### src/rtl/fetch_pkg.sv
// Shared types and constants for the instruction fetch front end.
package fetch_pkg;

   // Fetch FSM states.
   typedef enum logic [1:0] {
      FS_IDLE = 2'b00,
      FS_REQ  = 2'b01,
      FS_WAIT = 2'b10
   } fetch_state_e;

   // Fixed AXI read-address attributes: single 8-byte incrementing beat.
   localparam logic [1:0] AR_BURST_INCR = 2'b01;
   localparam logic [2:0] AR_SIZE_8B    = 3'd3;
   localparam logic [7:0] AR_LEN_1      = 8'd0;

   localparam logic [1:0] RESP_OKAY = 2'b00;

   // Fetch-queue entry layout: pc, instruction pair, fault flag.
   localparam int FQ_PC_W    = 32;
   localparam int FQ_DATA_W  = 64;
   localparam int FQ_FAULT_W = 1;
   localparam int FQ_ENTRY_W = FQ_PC_W + FQ_DATA_W + FQ_FAULT_W;

   typedef struct packed {
      logic [FQ_PC_W-1:0]    pc;
      logic [FQ_DATA_W-1:0]  data;
      logic [FQ_FAULT_W-1:0] fault;
   } fq_entry_t;

   // Force an address onto an 8-byte (instruction pair) boundary.
   function automatic logic [31:0] align8(input logic [31:0] addr);
      return {addr[31:3], 3'b000};
   endfunction

endpackage

### src/rtl/fetch_queue.sv
// Synchronous fetch queue of instruction pairs with flush; head fields are
// exposed combinationally and read as all-zero when the queue is empty.
module fetch_queue
   import fetch_pkg::*;
#(
   parameter int DEPTH = 4
) (
   input  logic                     clk,
   input  logic                     rst_n,
   input  logic                     flush,
   input  logic                     push,
   input  fq_entry_t                push_entry,
   input  logic                     pop,
   output logic [$clog2(DEPTH):0]   count,
   output logic                     head_valid,
   output fq_entry_t                head_entry
);

   localparam int PTR_W = $clog2(DEPTH);
   localparam int CNT_W = PTR_W + 1;

   fq_entry_t          mem_r [DEPTH];
   logic [PTR_W-1:0]   rd_ptr_r;
   logic [PTR_W-1:0]   wr_ptr_r;
   logic [CNT_W-1:0]   count_r;
   logic               do_push_s;
   logic               do_pop_s;

   // Qualify push/pop; a flush discards both in the same cycle.
   always_comb begin
      do_push_s = 1'b0;
      do_pop_s  = 1'b0;
      if (flush) begin
         do_push_s = 1'b0;
         do_pop_s  = 1'b0;
      end else begin
         do_push_s = push;
         do_pop_s  = pop && (count_r != CNT_W'(0));
      end
   end

   // Entry storage, written at the tail on push.
   always_ff @(posedge clk or negedge rst_n) begin
      if (!rst_n) begin
         for (int i = 0; i < DEPTH; i++) begin
            mem_r[i] <= '0;
         end
      end else if (do_push_s) begin
         mem_r[wr_ptr_r] <= push_entry;
      end
   end

   // Read/write pointers; power-of-two depth makes the natural wrap modulo DEPTH.
   always_ff @(posedge clk or negedge rst_n) begin
      if (!rst_n) begin
         rd_ptr_r <= PTR_W'(0);
         wr_ptr_r <= PTR_W'(0);
      end else if (flush) begin
         rd_ptr_r <= PTR_W'(0);
         wr_ptr_r <= PTR_W'(0);
      end else begin
         if (do_push_s) begin
            wr_ptr_r <= wr_ptr_r + PTR_W'(1);
         end
         if (do_pop_s) begin
            rd_ptr_r <= rd_ptr_r + PTR_W'(1);
         end
      end
   end

   // Occupancy count; simultaneous push and pop leave it unchanged.
   always_ff @(posedge clk or negedge rst_n) begin
      if (!rst_n) begin
         count_r <= CNT_W'(0);
      end else if (flush) begin
         count_r <= CNT_W'(0);
      end else begin
         case ({do_push_s, do_pop_s})
            2'b10:   count_r <= count_r + CNT_W'(1);
            2'b01:   count_r <= count_r - CNT_W'(1);
            default: count_r <= count_r;
         endcase
      end
   end

   // Head presentation: zeros when empty so decode never sees stale data.
   always_comb begin
      head_valid = (count_r != CNT_W'(0));
      head_entry = '0;
      if (head_valid) begin
         head_entry = mem_r[rd_ptr_r];
      end else begin
         head_entry = '0;
      end
   end

   assign count = count_r;

endmodule

### src/rtl/fetch_unit.sv
// Instruction fetch front end: PC, single-outstanding AXI read requests,
// fetch queue towards decode, and redirect/kill handling.
module fetch_unit
   import fetch_pkg::*;
#(
   parameter logic [31:0] RESET_PC = 32'h0000_0000,
   parameter int          FQ_DEPTH = 4
) (
   input  logic        clk,
   input  logic        rst_n,
   output logic        arvalid,
   output logic [31:0] araddr,
   output logic [1:0]  arburst,
   output logic [2:0]  arsize,
   output logic [7:0]  arlen,
   input  logic        arready,
   output logic        rready,
   input  logic        rvalid,
   input  logic [63:0] rdata,
   input  logic        rlast,
   input  logic [1:0]  rresp,
   input  logic        redirect_valid,
   input  logic [31:0] redirect_pc,
   output logic        dec_valid,
   output logic [31:0] dec_pc,
   output logic [31:0] dec_instr0,
   output logic [31:0] dec_instr1,
   output logic        dec_fault,
   input  logic        dec_ready
);

   localparam int CNT_W = $clog2(FQ_DEPTH) + 1;

   fetch_state_e       state_r;
   fetch_state_e       state_nx_s;
   logic [31:0]        pc_r;
   logic [31:0]        req_pc_r;
   logic [31:0]        araddr_r;
   logic               arvalid_r;
   logic               kill_r;
   logic               kill_nx_s;

   logic [CNT_W-1:0]   fq_count_s;
   logic               credit_s;
   logic               ar_hs_s;
   logic               r_hs_s;
   logic               rready_s;
   logic               push_s;
   logic               pop_s;
   fq_entry_t          push_entry_s;
   fq_entry_t          head_s;
   logic               head_valid_s;
   logic               unused_s;

   // Handshake events and queue control; redirect overrides push and pop.
   always_comb begin
      rready_s     = (state_r == FS_WAIT);
      ar_hs_s      = arvalid_r && arready;
      r_hs_s       = rvalid && rready_s;
      credit_s     = (fq_count_s < CNT_W'(FQ_DEPTH));
      push_s       = r_hs_s && !kill_r && !redirect_valid;
      pop_s        = head_valid_s && dec_ready && !redirect_valid;
      push_entry_s = '{pc: req_pc_r, data: rdata, fault: (rresp != RESP_OKAY)};
   end

   // Next-state logic; a redirect never abandons an address already offered.
   always_comb begin
      state_nx_s = state_r;
      case (state_r)
         FS_IDLE: begin
            if (credit_s && !redirect_valid) begin
               state_nx_s = FS_REQ;
            end else begin
               state_nx_s = FS_IDLE;
            end
         end
         FS_REQ: begin
            if (ar_hs_s) begin
               state_nx_s = FS_WAIT;
            end else begin
               state_nx_s = FS_REQ;
            end
         end
         FS_WAIT: begin
            if (r_hs_s) begin
               state_nx_s = FS_IDLE;
            end else begin
               state_nx_s = FS_WAIT;
            end
         end
         default: state_nx_s = FS_IDLE;
      endcase
   end

   // Kill tracking: a redirect marks the outstanding request stale unless its
   // response is being accepted (and dropped) in that same cycle.
   always_comb begin
      kill_nx_s = kill_r;
      if (redirect_valid) begin
         if (state_r == FS_REQ) begin
            kill_nx_s = 1'b1;
         end else if (state_r == FS_WAIT) begin
            kill_nx_s = !r_hs_s;
         end else begin
            kill_nx_s = 1'b0;
         end
      end else if (r_hs_s) begin
         kill_nx_s = 1'b0;
      end else begin
         kill_nx_s = kill_r;
      end
   end

   // State, kill flag and the registered read-address channel.
   always_ff @(posedge clk or negedge rst_n) begin
      if (!rst_n) begin
         state_r   <= FS_IDLE;
         kill_r    <= 1'b0;
         arvalid_r <= 1'b0;
         araddr_r  <= RESET_PC;
      end else begin
         state_r   <= state_nx_s;
         kill_r    <= kill_nx_s;
         arvalid_r <= (state_nx_s == FS_REQ);
         if ((state_r == FS_IDLE) && (state_nx_s == FS_REQ)) begin
            araddr_r <= pc_r;
         end
      end
   end

   // PC bookkeeping; once a redirect has hit a pending request, pc already
   // holds the new target and must not advance on that stale handshake.
   always_ff @(posedge clk or negedge rst_n) begin
      if (!rst_n) begin
         pc_r     <= RESET_PC;
         req_pc_r <= RESET_PC;
      end else begin
         if (ar_hs_s) begin
            req_pc_r <= araddr_r;
         end
         if (redirect_valid) begin
            pc_r <= align8(redirect_pc);
         end else if (ar_hs_s && !kill_r) begin
            pc_r <= pc_r + 32'd8;
         end
      end
   end

   fetch_queue #(
      .DEPTH (FQ_DEPTH)
   ) u_fetch_queue (
      .clk        (clk),
      .rst_n      (rst_n),
      .flush      (redirect_valid),
      .push       (push_s),
      .push_entry (push_entry_s),
      .pop        (pop_s),
      .count      (fq_count_s),
      .head_valid (head_valid_s),
      .head_entry (head_s)
   );

   assign arvalid    = arvalid_r;
   assign araddr     = araddr_r;
   assign arburst    = AR_BURST_INCR;
   assign arsize     = AR_SIZE_8B;
   assign arlen      = AR_LEN_1;
   assign rready     = rready_s;
   assign dec_valid  = head_valid_s;
   assign dec_pc     = head_s.pc;
   assign dec_instr0 = head_s.data[31:0];
   assign dec_instr1 = head_s.data[63:32];
   assign dec_fault  = head_s.fault[0];

   // rlast carries no information for single-beat reads; low PC bits are discarded.
   assign unused_s = ^{rlast, redirect_pc[2:0]};

endmodule
### config.mk
export PLATFORM = sky130hd
export DESIGN_NAME = fetch_unit
export DESIGN_NICKNAME = d
export VERILOG_FILES = /design/src/rtl/fetch_pkg.sv /design/src/rtl/fetch_queue.sv /design/src/rtl/fetch_unit.sv
export SDC_FILE = /design/constraint.sdc
export NUM_CORES = 1
export LEC_CHECK = 0
export ABC_AREA = 1
export CORE_MARGIN = 5
export CORE_UTILIZATION = 57
export DETAILED_ROUTE_END_ITERATION = 12
export GPL_ROUTABILITY_DRIVEN = 0
export PLACE_DENSITY = 0.79
export SLEW_MARGIN = 15
export SYNTH_ARGS = -nofsm -noshare
export SYNTH_HDL_FRONTEND = slang
export SYNTH_SLANG_ARGS = --single-unit
### constraint.sdc
create_clock -name clk -period 2.3 [get_ports clk]
set_input_delay 0.575 -clock clk [delete_from_list [all_inputs] [get_ports clk]]
set_output_delay 0.575 -clock clk [all_outputs]
set_load 0.1 [all_outputs]
* Yosys cells after proc, flatten, opt, wreduce, memory -nomap -nowiden
Cells that the tools add are included.
Storage, ports and cells: register bits 495, bits in latches 0, RAM bits 0, memory bits (read-only) 0, input port bits 105, output and inout port bits 145, memories kept 0
Cells by class: add/sub/neg operators 5, multiply operators 0, div/mod/pow operators 0, $lt $le $gt $ge 4, equality and inequality tests 5, shift operators 0, multiplexer cells 25, bitwise gates (word level) 2, reduce and logical (&&, ||, !) cells 22
Operators with widths (count):
- bitwise mux 388 bit | 1
- 2-to-1 mux 97 bit | 4
- binary-select mux 97 bit (select 2 bit) | 1
- demux 97 bit (select 2 bit) | 1
- 2-to-1 mux 32 bit | 2
- adder 32 x 4 -> 32 bit, second input constant | 1
- 2-to-1 mux 2 bit | 6
- logical AND 1 bit | 11
- nonzero test 2 bit | 5
- 2-to-1 mux 1 bit | 7
- == test 2 x 1 -> 1 bit, second input constant | 3
- >= comparator 3 bit, second input constant | 2
- NOT 2 -> 3 bit | 2
- case mux 2 bit (3 select lines) | 1
- case mux 3 bit (2 select lines) | 1
- nonzero test 3 bit | 2
- adder 2 x 1 -> 2 bit, second input constant | 2
- == test 2 bit, second input constant | 2
- adder 3 x 1 -> 3 bit, second input constant | 1
- logical NOT 1 bit | 3
- less-than comparator 3 x 1 -> 1 bit, second input constant | 1
- less-than comparator 3 bit, second input constant | 1
- 2-to-1 mux 3 bit | 1
- subtractor 3 x 1 -> 3 bit, second input constant | 1
- logical NOT 2 bit | 1

* Logic depth before layout (Yosys ltp)
Gate-level depths: netlist (run 1).
depth after elaboration 8, mapped depth 10

* Cells and area by module
A second synthesis (run 1) with hierarchy kept.
Second synthesis, totals: cell total of the unflattened synthesis 2782, area total of the unflattened synthesis 22686.8 µm²
Modules (own cells, without submodules):
- fetch_queue | times used 1, cells each 2155, area an instance 18011.0 µm², sequential area each 9884.5 µm²
- fetch_unit | times used 1, cells each 627, area an instance 4675.7 µm², sequential area each 2277.2 µm²

* Least setup slack after synthesis (run 1)
Ideal clock, no wire load.
path kind reg2out, from reg u_fetch_queue.count_r[0], in the netlist u_fetch_queue.count[0], to out dec_instr1[0], data arrival time 3233 ps, slack -1508 ps, stages on the path, launching flop included 7, path buffers 2, path through dfrtp_1 > nor2_1 > nand2_1 > inv_1 > clkbuf_1 > buf_1 > a21oi_1
On the way: word-level cells in the longest chain between the ends 2
Ends and longest elaborated chain:
- from (decl) | RTL line fetch_queue.sv:25 | logic [CNT_W-1:0] count_r;
- from (signal assigned) | RTL line fetch_queue.sv:79 | 2'b10: count_r <= count_r + CNT_W'(1);
- from (signal assigned) | RTL line fetch_queue.sv:80 | 2'b01: count_r <= count_r - CNT_W'(1);
- from (signal assigned) | RTL line fetch_queue.sv:81 | default: count_r <= count_r;
- nonzero test 3 bit | RTL line fetch_queue.sv:88 | head_valid = (count_r != CNT_W'(0));
- named net dec_valid | RTL line fetch_unit.sv:24 | output logic dec_valid,
- 2-to-1 mux 97 bit | RTL line fetch_queue.sv:90 | if (head_valid) begin
- to (decl) | RTL line fetch_unit.sv:27 | output logic [31:0] dec_instr1,
The timed path passes the listed nets, and every way through them passes these cells.

* Worst setup path after layout (run 1)
from reg u_fetch_queue.rd_ptr_r[0], to out dec_pc[24]
On the way: word-level cells in the longest chain between the ends 5
Ends and longest elaborated chain:
- from (decl) | RTL line fetch_queue.sv:23 | logic [PTR_W-1:0] rd_ptr_r;
- from (signal assigned) | RTL line fetch_queue.sv:66 | rd_ptr_r <= rd_ptr_r + PTR_W'(1);
- NOT 2 -> 3 bit (implied by the code) | RTL line fetch_queue.sv:91 | head_entry = mem_r[rd_ptr_r];
- binary-select mux 97 bit (select 2 bit) | RTL line fetch_queue.sv:91
- 2-to-1 mux 97 bit (implied by the code) (2 in series) | RTL line fetch_queue.sv:91
- 2-to-1 mux 97 bit | RTL line fetch_queue.sv:90
- to (decl) | RTL line fetch_unit.sv:25 | output logic [31:0] dec_pc,
Every way passes these cells. The select of a mux whose other input is x is not followed.

==> impl_results.md, run 1 <==
- Most used standard cell by instance count after synthesis: nand2_1
- Largest area contributor in the netlist: dfrtp_1
- Max IR drop VDD: 0.00175 V
- Number of DRC markers in iteration 0: 2464
- Fillers: 2487
- Synthesized instance count: 2843
- DR WL met2: 36300 um
- Top sig layer: met5
- Placement Setup Slack: -140 ps
- First-pass GRT wire length: 111000 um
- Initial Util: 57.7%
- Area Overhead vs Synth: 35.3%
- Synth top area cells: dfrtp_1, nand2_1, o21ai_0, a21oi_1, inv_1
- Largest family of logic cells by synthesized area: compound AO/OA/AOI/OAI gates
- FMAX: 358 MHz
- Syn Area/Cell: 7.87 um2
- Worst-Skew Late Latency: 590 ps
- Final Hold Fails: 0
- Mapped Area: 0.0224 mm2
- Failing checks: negative setup slack
- Die area: 0.0433 mm2
- Max-slew violation count: 0
- Pwr Total: 41.8 mW
- Die Ht: 208 um
- Power Density: 1380 mW/mm2
- Final instance area: 0.0303 mm2
- Yosys Warn Count: 0
- Synth async-reset ratio: 100%
- Area of the multi-input gates: 0.00995 mm2
- H-Tree Depth: 2
- CTS max path bufs: 3
- Slew @ Worst Pin: 631 ps
- Crit path max fanout: 5
- RSZ-0062 raised after global routing: true
- Max Clock Skew: 14.8 ps
- Post-synthesis adder-cell area fraction: 0.369%
- HPWL after DPL: 41900 um
- Finished Core Util: 78.1%
- Largest net degree at the start of global routing: 92
- Std-Cell Rows: 72
- Vias: 21661
- Post-layout net count: 3157
- Number of I/O port buffers: 226
- Worst EP arrival: 2220 ps
- CTS tree: done
- Post-synthesis mux area share: 0%
- Post-synth cell types: 35
- Max-Cap Viols: 0
- Final WL: 74600 um
- Worst setup path category: reg -> out
- R2R depth: 8
- Synth Flop Type: dfrtp_1
- GR Overflow Total: 0
- Yosys top cell area share: 53.0%
- Routed WL per cell: 20.7 um
- CP endpoint kind: primary output
- Vias per cell: 6.01
- Sequential share of the synthesized area: 53.0%
- Hold Crit Class: reg -> reg
- All-Layer GR Usage: 31.0%
- Placeable Area: 0.0387 mm2
- Hold Path Cell Cnt: 2
- Hold_ws: 477 ps
- Sequential cell area: 0.0119 mm2
- Setup WS post-layout: -491 ps
- Initial antenna violation count: 2
- Number of global-route vias before repair: 21258
- Synth Area in Simple Gates: 16.7%
- Router iterations before antenna repair: 6
- Pleak: 14.3 nW
- CTS Root Buffer Type: clkbuf_16
- CTS Sinks: 474
- Min cycle time layout: 2790 ps
- Worst relative slew slack: 57.9%
- CTS buffer count: 48
- Io pins: 250
- Startpoint type of the worst setup path: flip-flop
- DRC Markers: 0
- Critical path required time: 1730 ps
- Synth cell count leaders: nand2_1, o21ai_0, dfrtp_1
- Met3 WL: 7190 um
- Met1 wire length: 27600 um
- Endpoints failing setup: 94
- Period utilization: 121%
- Clock-pin slew on the worst setup and hold paths: 60 ps
- EDFF count, synth: 0
- Xor/xnor share of the synthesized area: 0.196%
- Synthesis-stage register bit count: 474
- Fraction of layout cells with a size suffix above 1: 18.9%
- DIE WIDTH: 208 um
- Status: complete, but fails checks
- Placed cell areas: 0.0273 mm2
- Compound-Gate Fraction of Synth Area: 20.9%
- Routed Antenna Nets: 0
==> critical path, cell delays in order (launching register included) <==
cell	delay, ps
dfrtp_4	500
buf_8	160
buf_12	140
buf_6	150
a21oi_2	160
o21ai_2	90
a21oi_4	230
buf_12	200
==> where the power goes <==
group / internal [mW] / switching (mW)
clock: 4.70 / 3.35
combinational: 7.29 / 15.5
sequential: 9.71 / 1.27
==> state kept, by name, summed over array words and instances (netlist names) <==
name	count
state_r	2
araddr	29
pc_r	29
kill_r	1
u_fetch_queue.mem_r	376
arvalid	1
u_fetch_queue.wr_ptr_r	2
u_fetch_queue.count	3
req_pc_r	29
u_fetch_queue.rd_ptr_r	2
==> through the flow <==
step,setup TNS (ps),cells
after global placement,-6560,3476
after detailed placement,-13960,3476
after global routing,-43380,3604
after floorplan,-10500,2860
final,-38180,3605
after CTS,-39790,3573
==> per-layer routing <==
layer | track usage, % | up-vias
met4 | 13.3 | 2
met5 | 0 | -
met1 | 39.5 | 10435
li1 | - | 9592
met3 | 5.98 | 265
met2 | 52.3 | 1367
==> kinds of logic after synthesis <==
family                     Yosys count
buffers and inverters              464
other                                2
AOI/OAI and AO/OA                  928
adders and majority gates            6
and+or+nand+nor                    964
DFF                                474
xor gates and xnor gates             5
==> repair_timing <==
| action | 4_1_cts | 5_1_grt |
|---|---|---|
| hold buffers | 1 | 0 |
| hold endpoints to repair | 32 | 0 |
| gates resized for setup | 133 | 200 |
| endpoints found under the setup margin | 94 | 94 |
| cloned | 4 | 17 |
| buffers inserted | 3 | 14 |
| pin swaps | 24 | 72 |
==> layout by cell type (no fill, tap or decap), types with 19 or more instances in the layout <==
master / count
nand2_1: 823
dfrtp_1: 471
o21ai_0: 404
inv_1: 241
o21ai_1: 154
buf_12: 145
a21oi_1: 127
a21oi_2: 105
clkdlybuf4s50_1: 99
nor2_1: 88
buf_4: 74
a21oi_4: 63
o21ai_2: 61
clkbuf_16: 60
nand3_1: 35
conb_1: 19
==> path summary, 6_finish.rpt <==
| kind | endpoint | startpoint | slack (ps) |
|---|---|---|---|
| max reg2reg | u_fetch_queue.mem_r[325] | state_r[0] | 320 |
| min reg2reg | u_fetch_queue.mem_r[8] | u_fetch_queue.mem_r[8] | 480 |
| min | u_fetch_queue.mem_r[8] | u_fetch_queue.mem_r[8] | 480 |
| max | dec_pc[24] | u_fetch_queue.rd_ptr_r[0] | -490 |
| min in group asynchronous | u_fetch_queue.mem_r[217] | rst_n | 520 |
| max in group asynchronous | u_fetch_queue.count[0] | rst_n | 1070 |
==> area by class of cell <==
class | count | share of cell area [%]
diodes | 2 | 0.0165
clock inverters | 16 | 0.546
inverters | 248 | 3.23
repair buffers | 351 | 17.1
clock buffers | 73 | 4.81
repair inverters | 1 | 0.0372
flip-flops and latches | 474 | 39.2
well taps | 518 | 2.14
multi-input cells | 1922 | 32.9
Power figures use the tool's default switching activity.
==> inputs of run 2 (changes only) <==
--- a/config.mk
+++ b/config.mk
@@ -8,6 +8,7 @@
 export ABC_AREA = 1
 export CORE_MARGIN = 5
 export CORE_UTILIZATION = 57
+export CTS_CLUSTER_DIAMETER = 100
 export DETAILED_ROUTE_END_ITERATION = 12
 export GPL_ROUTABILITY_DRIVEN = 0
 export PLACE_DENSITY = 0.79
==> results of run 2 <==
Final layout, timing and power as in run 1 (identical DEF).
